**config.mk**
```make
export PLATFORM = sky130hd
export DESIGN_NAME = rx_uart
export DESIGN_NICKNAME = d
export VERILOG_FILES = /design/src/rtl/rx_uart.sv
export SDC_FILE = /design/constraint.sdc
export NUM_CORES = 1
export LEC_CHECK = 0
export BUFFER_PORTS_ARGS = -buffer_cell sky130_fd_sc_hd__buf_2
export CAP_MARGIN = 30
export CELL_PAD_IN_SITES_DETAIL_PLACEMENT = 0
export CELL_PAD_IN_SITES_GLOBAL_PLACEMENT = 1
export CORE_MARGIN = 5
export CORE_UTILIZATION = 40
export CTS_CLUSTER_DIAMETER = 120
export DETAILED_ROUTE_END_ITERATION = 12
export PLACE_DENSITY = 0.66
export SKIP_CTS_REPAIR_TIMING = 1
export SLEW_MARGIN = 20
export SYNTH_ARGS = -nofsm -noshare
export SYNTH_HDL_FRONTEND = slang
export SYNTH_SLANG_ARGS = --single-unit
```
**constraint.sdc**
```tcl
create_clock -name clk -period 3.5 [get_ports clk]
set_input_delay 0.875 -clock clk [delete_from_list [all_inputs] [get_ports clk]]
set_output_delay 0.875 -clock clk [all_outputs]
set_load 0.01 [all_outputs]
```
**src/rtl/rx_uart.sv**
```systemverilog
// rtl/rx_uart.sv - memory-mapped 8N1 UART receiver with FWFT receive FIFO
//
// Samples rx_line through a two-flop synchronizer, deframes 8N1 characters at a
// CPU-programmable bit period (divisor + 1 clocks) and buffers bytes in a FWFT FIFO.
//
// Ports:
//   clk            system clock, rising edge
//   rst            synchronous active-low reset
//   rx_line        asynchronous serial input, idles high
//   config_data    new divisor value (values below 3 are stored as 3)
//   config_enable  load divisor, clear sticky flags, abort the current frame
//   read_enable    pop the FIFO head
//   read_data      FIFO head, 0 when empty
//   data_available FIFO non-empty
//   overrun_error  sticky: a byte was dropped on a full FIFO
//   framing_error  sticky: a stop bit was sampled low
module rx_uart #(
  parameter int         FIFO_DEPTH      = 4,
  parameter logic [7:0] DEFAULT_DIVISOR = 8'd103
) (
  input  logic       clk,
  input  logic       rst,
  input  logic       rx_line,
  input  logic [7:0] config_data,
  input  logic       config_enable,
  input  logic       read_enable,
  output logic [7:0] read_data,
  output logic       data_available,
  output logic       overrun_error,
  output logic       framing_error
);

  localparam int AW = $clog2(FIFO_DEPTH);

  typedef enum logic [2:0] {
    S_IDLE,
    S_START,
    S_DATA,
    S_STOP,
    S_WAIT_HIGH
  } state_t;

  logic          rx_meta;
  logic          rx_s;
  logic [7:0]    divisor;
  state_t        state, state_next;
  logic [7:0]    cnt, cnt_next;
  logic [2:0]    bit_cnt, bit_next;
  logic [7:0]    shift, shift_next;
  logic          push_req;
  logic          ferr_set;

  logic [7:0]    mem [FIFO_DEPTH];
  logic [AW:0]   wr_ptr;
  logic [AW:0]   rd_ptr;
  logic          empty;
  logic          full;
  logic          pop;
  logic          push_ok;
  logic          overrun_set;

  // Half period floor((divisor+1)/2); the start check fires when cnt reaches half-1
  // because cnt is cleared on the edge that detects the falling edge.
  logic [8:0]    period;
  logic [7:0]    half_m1;
  assign period  = {1'b0, divisor} + 9'd1;
  assign half_m1 = period[8:1] - 8'd1;

  always_ff @(posedge clk) begin
    if (!rst) begin
      rx_meta <= 1'b1;
      rx_s    <= 1'b1;
    end else begin
      rx_meta <= rx_line;
      rx_s    <= rx_meta;
    end
  end

  always_ff @(posedge clk) begin
    if (!rst) begin
      divisor <= DEFAULT_DIVISOR;
    end else if (config_enable) begin
      divisor <= (config_data < 8'd3) ? 8'd3 : config_data;
    end
  end

  always_ff @(posedge clk) begin
    if (!rst) begin
      state   <= S_IDLE;
      cnt     <= 8'd0;
      bit_cnt <= 3'd0;
      shift   <= 8'd0;
    end else begin
      state   <= state_next;
      cnt     <= cnt_next;
      bit_cnt <= bit_next;
      shift   <= shift_next;
    end
  end

  always_comb begin
    state_next = state;
    cnt_next   = cnt + 8'd1;
    bit_next   = bit_cnt;
    shift_next = shift;
    push_req   = 1'b0;
    ferr_set   = 1'b0;
    case (state)
      S_IDLE: begin
        cnt_next = 8'd0;
        if (!rx_s) state_next = S_START;
      end
      S_START: begin
        if (cnt == half_m1) begin
          cnt_next   = 8'd0;
          bit_next   = 3'd0;
          state_next = rx_s ? S_IDLE : S_DATA;
        end
      end
      S_DATA: begin
        if (cnt == divisor) begin
          cnt_next   = 8'd0;
          shift_next = {rx_s, shift[7:1]};
          bit_next   = bit_cnt + 3'd1;
          if (bit_cnt == 3'd7) state_next = S_STOP;
        end
      end
      S_STOP: begin
        if (cnt == divisor) begin
          cnt_next = 8'd0;
          if (rx_s) begin
            push_req   = 1'b1;
            state_next = S_IDLE;
          end else begin
            ferr_set   = 1'b1;
            state_next = S_WAIT_HIGH;
          end
        end
      end
      S_WAIT_HIGH: begin
        cnt_next = 8'd0;
        if (rx_s) state_next = S_IDLE;
      end
      default: begin
        state_next = S_IDLE;
      end
    endcase
    // A configuration write aborts the frame and suppresses any push/flag on this edge.
    if (config_enable) begin
      state_next = S_IDLE;
      cnt_next   = 8'd0;
      push_req   = 1'b0;
      ferr_set   = 1'b0;
    end
  end

  assign empty       = (wr_ptr == rd_ptr);
  assign full        = (wr_ptr[AW] != rd_ptr[AW]) && (wr_ptr[AW-1:0] == rd_ptr[AW-1:0]);
  assign pop         = read_enable && !empty;
  // A simultaneous pop frees the slot the push lands in, so a full FIFO still accepts.
  assign push_ok     = push_req && (!full || pop);
  assign overrun_set = push_req && full && !pop;

  always_ff @(posedge clk) begin
    if (push_ok) mem[wr_ptr[AW-1:0]] <= shift;
  end

  always_ff @(posedge clk) begin
    if (!rst) begin
      wr_ptr <= '0;
      rd_ptr <= '0;
    end else begin
      if (push_ok) wr_ptr <= wr_ptr + 1'b1;
      if (pop)     rd_ptr <= rd_ptr + 1'b1;
    end
  end

  always_ff @(posedge clk) begin
    if (!rst) begin
      overrun_error <= 1'b0;
      framing_error <= 1'b0;
    end else if (config_enable) begin
      overrun_error <= 1'b0;
      framing_error <= 1'b0;
    end else begin
      if (overrun_set) overrun_error <= 1'b1;
      if (ferr_set)    framing_error <= 1'b1;
    end
  end

  assign data_available = !empty;
  assign read_data      = empty ? 8'd0 : mem[rd_ptr[AW-1:0]];

endmodule

```
Word-level counts from Yosys, hierarchy flattened
Memories as Yosys holds them, arrays and structs flattened. A register that Yosys moved wholly into a read port is not among the register bits.
Index checks and enable logic that the tools add are counted.
- order comparisons: 1
- reductions and logical operators: 17
- bitwise operators: 1
- add/sub/neg operators: 6
- equal/unequal tests: 16
- mux-type cells: 29
- operators with widths (kind ; number):
    2-to-1 mux 8 bit ; 4
    2-to-1 mux 3 bit ; 9
    one-hot mux 8 bit (3 select lines) ; 1
    == test 8 bit ; 2
    one-hot mux 3 bit (5 select lines) ; 1
    inequality test 2 bit (second input constant) ; 6
    2-to-1 mux 1 bit ; 10
    adder 3 x 1 -> 3 bit (second input constant) ; 3
    adder 8 x 1 -> 9 bit (second input constant) ; 1
    adder 8 x 1 -> 8 bit (second input constant) ; 1
    < comparator 8 x 2 -> 1 bit (second input constant) ; 1
    subtractor 8 x 1 -> 8 bit (second input constant) ; 1
    == test 3 x 2 -> 1 bit (second input constant) ; 2
    == test 3 bit (second input constant) ; 2
    2-to-1 mux 2 bit ; 3
    one-hot mux 3 bit (2 select lines) ; 1
    AND reduction 6 bit ; 1
    OR reduction 2 bit ; 3
    logical AND 1 bit ; 5
    == test 3 x 1 -> 1 bit (second input constant) ; 1
    == test 3 bit ; 1
    logical NOT 1 bit ; 3
    logical NOT 3 bit ; 1
    AND reduction 3 bit ; 1
    6 further kinds ; 6
- register bits after elaboration: 40
- output and inout port bits: 11
- input bits: 13
- memories: 1
- RAM bits: 32
- memories (name ; depth ; bits a word ; read ports ; clocked after Yosys merged registers in ; write ports ; line ; source):
    mem ; 4 ; 8 ; 1 ; 1 ; 1 ; 53 ; logic [7:0] mem [FIFO_DEPTH];

Longest topological paths before layout
Gate-level depths: netlist (run 1).
- depth in word-level cells: 7
- gate-level depth with buffers: 11
- depth with buffers taken out: 10

Worst setup path before layout (run 1)
OpenSTA, ideal clock, no wires.
- path type: register to register
- start point: reg divisor[0]
- end point: reg bit_cnt[1]
- cell stages (with the launch flop): 12
- buffers on the path: 1
- setup time: 0.146 ns
- slack: 1.088 ns
- arrival time: 2.267 ns
- cell sequence: dfxtp_1 > ha_1 > buf_2 > xnor2_1 > ha_1 > xnor2_1 > xnor2_1 > xor2_1 > nor4_1 > nand4_1 > o311ai_2 > o22ai_1
- word-level cells in the longest chain between the ends: 5
- ends and longest elaborated chain (item ; line ; source):
    from (decl) ; 45 ; logic [7:0] divisor;
    from (signal assigned) ; 83 ; divisor <= (config_data < 8'd3) ? 8'd3 : config_data;
    adder 8 x 1 -> 9 bit ; 66 ; assign period = {1'b0, divisor} + 9'd1;
    subtractor 8 x 1 -> 8 bit ; 67 ; assign half_m1 = period[8:1] - 8'd1;
    == test 8 bit ; 114 ; if (cnt == half_m1) begin
    inequality test 2 bit (no source line) ; - ;
    AND reduction 3 bit (no source line) (*) ; - ;
    to (signal assigned) ; 96 ; bit_cnt <= bit_next;
    to (decl) ; 48 ; logic [2:0] bit_cnt, bit_next;
Every way passes the cells marked *; elsewhere a longest branch is shown, timed or not.
A chain may end at the register's enable or synchronous reset.

Final worst setup path (run 1)
- start point: reg divisor[1]
- end point: reg cnt[4]
- word-level cells in the longest chain between the ends: 5
- ends and longest elaborated chain (item ; line ; source):
    adder 8 x 1 -> 9 bit ; 66 ;
    subtractor 8 x 1 -> 8 bit ; 67 ;
    == test 8 bit ; 114 ;
    2-to-1 mux 8 bit ; 114 ;
    one-hot mux 8 bit (3 select lines) (*) ; 108 ; case (state)
    to (signal assigned) ; 95 ; cnt <= cnt_next;
    to (decl) ; 47 ; logic [7:0] cnt, cnt_next;
Marks and branches as above.

==> results of run 1 <==
worst register-to-register path: cells and delay by family (launching register included):
family | cells | cell delay (ns)
AO/OA/AOI/OAI | 4 | 0.87
AND/OR/NAND/NOR | 3 | 0.69
adder cells (fa/ha/maj) | 2 | 0.60
flip-flops | 1 | 0.49
XOR/XNOR | 1 | 0.16
cells in the final DEF (no fill, tap or decap), types with 2 or more instances in the layout:
master / count
bufinv_16: 3
nand3_1: 11
nor2b_1: 13
and3b_1: 2
dfxtp_1: 42
clkbuf_8: 9
mux2i_1: 16
nor2_1: 9
buf_2: 23
inv_1: 8
nor3_1: 4
nand2b_1: 5
xnor2_1: 14
nand3b_1: 2
mux4_2: 8
edfxtp_1: 32
o21ai_0: 3
a21oi_1: 10
o22a_1: 2
nand2_1: 18
a31oi_1: 2
nor4_1: 7
and3_1: 2
or2_2: 2
a21boi_1: 2
xor2_1: 18
nor3b_1: 2
ha_1: 10
o2bb2ai_1: 2
or3_1: 3
o22ai_1: 2
and2_1: 18
registers in the layout, indices dropped and copies added (netlist names), named ones only:
| register | flops |
|---|---|
| mem | 32 |
| cnt | 8 |
| divisor | 8 |
| shift | 8 |
| bit_cnt | 3 |
| rd_ptr | 3 |
| state | 3 |
| wr_ptr | 3 |
| framing_error | 1 |
| overrun_error | 1 |
| rx_meta | 1 |
| rx_s | 1 |
how the worst min path moves through the flow:
| stage | from | to | slack (ns) | cells after the start |
|---|---|---|---|---|
| 2_1_floorplan | rx_meta | rx_s | 0.39 | 1 |
| 3_3_place_gp | rx_meta | rx_s | 0.39 | 1 |
| 3_5_place_dp | rx_meta | rx_s | 0.40 | 1 |
| 4_1_cts | rx_meta | rx_s | 0.42 | 1 |
| 5_1_grt | rx_meta | rx_s | 0.44 | 1 |
| 6_report | rx_meta | rx_s | 0.41 | 1 |
where the power goes:
group	internal (W)	leakage (nW)	total, W	switching [W]
clock network	0.000470	0.114	0.000778	0.000308
registers	0.000899	0.637	0.000916	0.0000171
logic	0.0000570	0.774	0.000111	0.0000541
total	0.00143	1.52	0.00181	0.000379
stage by stage:
step / std cells / cell area (µm²) / util [%] / power [W] / hold WS [ns]
after floorplan: 322 / 3700 / - / 0.00103 / 0.386
after global placement: 433 / 3850 / 42.3 / 0.00105 / 0.395
after detailed placement: 433 / 3850 / 42.3 / 0.00105 / 0.398
after CTS: 449 / 4090 / 44.8 / 0.00183 / 0.416
after global routing: 449 / 4090 / 44.8 / 0.00188 / 0.438
final: 449 / 4090 / 44.8 / 0.00181 / 0.412
metal layers:
| metal | track usage [%] | wire (µm) | part of all wire, % | vias to the layer above |
|---|---|---|---|---|
| li1 | - | - | - | 1177 |
| met1 | 16.0 | 3010 | 44 | 1083 |
| met2 | 22.5 | 3440 | 51 | 29 |
| met3 | 3.52 | 227 | 3.4 | 6 |
| met4 | 5.27 | 98 | 1.4 | 0 |
| met5 | 0 | 0 | 0 | - |
layout make-up:
cell class                      count  area, µm²  share of cell area [%]
Clock buffer                       10        128                    3.12
Clock inverter                      6        106                    2.60
Inverter                            8       30.0                   0.735
Multi-Input combinational cell    216       1760                    43.0
Sequential cell                    74       1800                    44.1
Tap cell                          111        139                    3.40
Timing Repair Buffer               24        123                    3.00
logic make-up (layout without fill, tap and decap cells):
| family | after synthesis | after routing | share of synthesized area, % |
|---|---|---|---|
| muxes | 24 | 24 | 9.20 |
| and+or+nand+nor | 106 | 106 | 17.1 |
| xor gates and xnor gates | 34 | 34 | 8.83 |
| AOI/OAI and AO/OA | 42 | 42 | 8.96 |
| buffers and inverters | 32 | 48 | 3.79 |
| DFF | 74 | 74 | 48.7 |
| adders and majority gates | 10 | 10 | 3.38 |
==> summary.md, run 1 <==
| Metric | Value |
|---|---|
| Outcome | `complete, no violations` |
| Post-synth top flop | `dfxtp_1` |
| N_diodes | `0` |
| Pins Over Slew Limit | `0` |
| CTS Buffer Depth | `2` |
| I/O Buffers | `23` |
| Crit path required time | `3.72 ns` |
| Hold Path Class | `flop to flop` |
| Detailed Route WL | `~6800 µm` |
| Grt ovf | `0` |
| Synth area leaders | `edfxtp_1, dfxtp_1, mux4_2` |
| R2R Setup Slk | `0.56 ns` |
| TritonRoute pass-1 iters | `4` |
| Worst-skew pair later-pin latency | `between 0.3 and 0.4 ns` |
| Worst setup EP type | `flop` |
| Final setup fails | `0` |
| Die area | `11300 µm²` |
| CTS Sinks | `74` |
| DR vias/cell | `between 5 and 6` |
| Critical Path Stages | `10` |
| Synthesis-stage register bit count | `74` |
| VDD IR max | `159 µV` |
| WS Path Type | `flop to flop` |
| # fillers | `875` |
| Synthesized area | `between 3000 and 4000 µm²` |
| Chip width | `106 µm` |
| Biggest cell delay along the critical path | `0.49 ns` |
| Layout cells sized above 1 | `16.6%` |
| Critical path arrival | `3.16 ns` |
| Pre-CTS setup slack | `0.607 ns` |
| Setup TNS | `0 ns` |
| Final worst slack | `0.559 ns` |
| First-pass GRT wire length | `~12000 µm` |
| Standard-cell rows | `35` |
| Unique masters post-synth | `63` |
| Post-route ant nets | `0` |
| Final Hold Vio Count | `0` |
| Largest net degree at the start of global routing | `29` |
| Seq/Total Area, Yosys | `48.7%` |
| Clk_skew | `0.00868 ns` |
| CP max stage cell | `dfxtp_1` |
| Top Family by Delay on Critical Path | `compound AO/OA/AOI/OAI gates` |
| Initial antenna violation count | `0` |
| Worst reg2reg path endpoint | `cnt[4]` |
| Number of flops mapped to enable cells by yosys | `32` |
| Max FO, Critical Path | `9` |
| Initial Utilization | `roughly two fifths` |
| Syn Nets | `345` |
| Tightest Pin Transition | `0.599 ns` |
| Startpoint types | `flop` |
| CTS tree | `yes` |
| Clock Tree Root | `clkbuf_8` |
| Minimum clock period | `between 2 and 3 ns` |
| Final routed DRC violation total | `0` |
| Crit path launch | `divisor[1]` |
| Post-synth ARST share | `0%` |
| Top-count cell post-synth | `dfxtp_1` |
| DRC violation total after the first TritonRoute iteration | `48` |
| Headroom to the max-slew limit | `60.0%` |
| Synth top cells by count | `dfxtp_1, edfxtp_1, and2_1, nand2_1, xor2_1` |
| Clock Pin Slew Worst Setup and Hold Paths | `0.08 ns` |
| Total Nets Final | `356` |
| Vias in the first global route | `roughly 2300` |
| Die height | `106 µm` |
| Post-synth top area cell | `edfxtp_1` |
| Max-Cap Viols | `0` |
| Crit path top cell by count | `ha_1` |
| Worst path bufs/invs | `0` |
| Fmax | `0.340 GHz` |
| H-tree Lvls | `3` |
| Core ar. | `9110 µm²` |
| HPWL after DPL | `about 4800 µm` |
| Routability cong. | `between 0.7 and 0.8` |
| Tcrit/Tclk final | `84.0%` |
| RSZ-0062 raised after global routing | `no` |
| Wire length per cell | `15.1 µm` |
| Leak | `1.52 nW` |
| P per Cell Area | `442 nW/µm²` |
| Average size of a mapped cell | `roughly 11 µm²` |
| Yosys top cell area share | `26.0%` |
| Reg-to-Reg Start | `divisor[1]` |
| CTS buffer count | `9` |
| Via Count | `2295` |
| Synth warn | `0` |
| Post-Syn Instances | `322` |
| Path depth of the worst reg2reg path | `10` |
| GRT Resource Usage Total | `13.3%` |
| Crit path to | `cnt[4]` |
| Area growth from synthesis to layout | `10.4%` |
| Crit-path cells | `ha_1, xnor2_1, ha_1, nor3b_1, and2_1, o211ai_1, o21ai_0, nand4_1, o31ai_4, a21oi_1` |
| Total I/O pin count | `24` |
Note: power is estimated with default switching activity, not from simulation.
==> inputs of run 2 (changes only) <==
PLACE_DENSITY = 0.69   (was 0.66)
clock period = 2.6 ns   (was 3.5 ns; I/O delays follow)
==> run 2 against run 1 <==
Effect of this change: utilization grew 3.7 points; setup slack got worse by 0.44 ns; clock power increased by 28%; first-iteration DRC count is 90% higher; cell area up 8.3%; critical path type unchanged; largest cell class is now multi-input combinational cells.
==> summary.md, run 2 (synthesis results as in run 1) <==
| Metric | Value |
|---|---|
| Core ar. | `9110 µm² (unchanged)` |
| H-tree Lvls | `3 (unchanged)` |
| Worst reg2reg path endpoint | `cnt[4]` |
| Reg-to-Reg Start | `divisor[0]` |
| Die area | `11300 µm² (unchanged)` |
| Worst setup EP type | `flop` |
| Grt ovf | `0 (unchanged)` |
| Clock Tree Root | `clkbuf_8` |
| Post-route ant nets | `0 (unchanged)` |
| Chip width | `106 µm (unchanged)` |
| GRT Resource Usage Total | `13.7% (+0.48 points)` |
| Total Power | `0.00242 W (+34%)` |
| Fmax | `0.402 GHz (+18%)` |
| R2R Setup Slk | `0.11 ns (-0.44 ns)` |
| Routability cong. | `0.791 (+1.4%)` |
| CTS tree | `yes` |
| Via Count | `2445 (+6.5%)` |
| Standard-cell rows | `35 (unchanged)` |
| Commonest non-fill, non-tap cells in the layout | `dfxtp_1, edfxtp_1, buf_4` |
| WS Path Type | `flop to flop` |
| Initial antenna violation count | `0 (unchanged)` |
| VDD IR max | `294 µV (+85%)` |
| Min-delay src | `rx_meta` |
| Final routed DRC violation total | `0 (unchanged)` |
| Leak | `1.71 nW (+12%)` |
| Wire length per cell | `15.1 µm (-0.20%)` |
| Detailed Route WL | `7230 µm (+6.7%)` |
| Outcome | `complete, no violations` |
| CTS buffer count | `9 (unchanged)` |
| Max FO, Critical Path | `8 (-1)` |
| Crit path required time | `2.82 ns (-0.90 ns)` |
| Clock Pin Slew Worst Setup and Hold Paths | `0.08 ns (about the same)` |
| DR vias/cell | `5.09 (-0.34%)` |
| DRC violation total after the first TritonRoute iteration | `91 (+90%)` |
| First-pass GRT wire length | `12000 µm (+3.2%)` |
| HPWL after DPL | `5260 µm (+9.6%)` |
| Pins Over Slew Limit | `0 (unchanged)` |
| Worst-skew pair later-pin latency | `0.35 ns (about the same)` |
| CTS Sinks | `74 (unchanged)` |
| Final Hold Vio Count | `0 (unchanged)` |
| Max reg flops | `32 (unchanged)` |
| Leading cell type in the layout, fill and taps excluded | `dfxtp_1` |
| Tcrit/Tclk final | `95.6% (+12 points)` |
| Clk_skew | `0.00609 ns (-0.00258 ns)` |
| Startpoint types | `flop` |
| Total Nets Final | `387 (+8.7%)` |
| Hold EP | `rx_s` |
| Critical path arrival | `2.71 ns (-0.45 ns)` |
| N_diodes | `0 (unchanged)` |
| Initial Utilization | `40.6% (unchanged)` |
| Max-Cap Viols | `0 (unchanged)` |
| TritonRoute pass-1 iters | `4 (unchanged)` |
| P per Cell Area | `547 nW/µm² (+24%)` |
| Final setup fails | `0 (unchanged)` |
| I/O Buffers | `23 (unchanged)` |
| Total I/O pin count | `24 (unchanged)` |
| Setup TNS | `0 ns (unchanged)` |
| Layout cells sized above 1 | `25.2% (+8.6 points)` |
| CTS Buffer Depth | `2 (unchanged)` |
| Path depth of the worst reg2reg path | `12 (+2)` |
| Vias in the first global route | `2481 (+6.0%)` |
| Minimum clock period | `2.49 ns (-0.456 ns)` |
| Hold Path Class | `flop to flop` |
| Worst Hold Depth | `1 (unchanged)` |
| Headroom to the max-slew limit | `70.7% (+11 points)` |
| Tightest Pin Transition | `0.439 ns (-0.160 ns)` |
| # fillers | `832 (-4.9%)` |
| Area growth from synthesis to layout | `19.6%` |
| Die height | `106 µm (unchanged)` |
| Largest net degree at the start of global routing | `29 (unchanged)` |
run 2: metrics by stage:
stage          utilization (%)  cell area, µm²  setup WS, ns  std cells  hold WS, ns
6_report                  48.6            4430         0.115        480        0.411
5_1_grt                   48.6            4430      -0.00669        480        0.437
4_1_cts                   47.8            4350       -0.0276        479        0.413
3_5_place_dp              45.3            4130       -0.0317        463        0.395
3_3_place_gp              45.3            4130        0.0509        463        0.390
2_1_floorplan                -            3700         0.188        322        0.386
run 2: layer usage:
| layer | track usage, % | share of wire, % |
|---|---|---|
| met1 | 15.9 | 45 |
| met2 | 23.6 | 50 |
| met3 | 3.95 | 3.8 |
| met4 | 5.92 | 2.0 |
| met5 | 0 | 0 |
run 2: how the worst max path moves through the flow:
stage / startpoint / endpoint / slack (ns) / cells past startpoint
after floorplan: divisor[0] / bit_cnt[1] / 0.19 / 11
after global placement: divisor[0] / cnt[3] / 0.05 / 11
after detailed placement: divisor[0] / cnt[3] / -0.03 / 8
after CTS: divisor[0] / cnt[4] / -0.03 / 8
after global routing: divisor[1] / cnt[4] / -0.007 / 12
final: divisor[0] / cnt[4] / 0.11 / 12
run 2: worst max-delay path, stage by stage (launching register included):
cell and delay [ns]:
dfxtp_1 0.34, ha_4 0.30, inv_1 0.05, ha_1 0.22, nor3b_2 0.17, and2_1 0.15
o211ai_1 0.25, a211o_1 0.16, nand4_1 0.09, buf_4 0.18, o31ai_4 0.22, buf_6 0.16
a21oi_1 0.07
run 2: report_power, final:
group / internal, W / switching, W / leakage (nW)
Clock: 0.000550 / 0.000447 / 0.113
Combinational: 0.000104 / 0.0000960 / 0.964
Sequential: 0.00121 / 0.0000144 / 0.637
run 2: layout make-up:
cell class / count / area (µm²) / share of cell area [%]
Clock inverter: 7 / 101 / 2.29
Timing Repair Buffer: 55 / 409 / 9.25
Multi-Input combinational cell: 216 / 1820 / 41.1
Tap cell: 111 / 139 / 3.14
Sequential cell: 74 / 1800 / 40.7
Inverter: 8 / 30.0 / 0.679
Clock buffer: 9 / 124 / 2.80
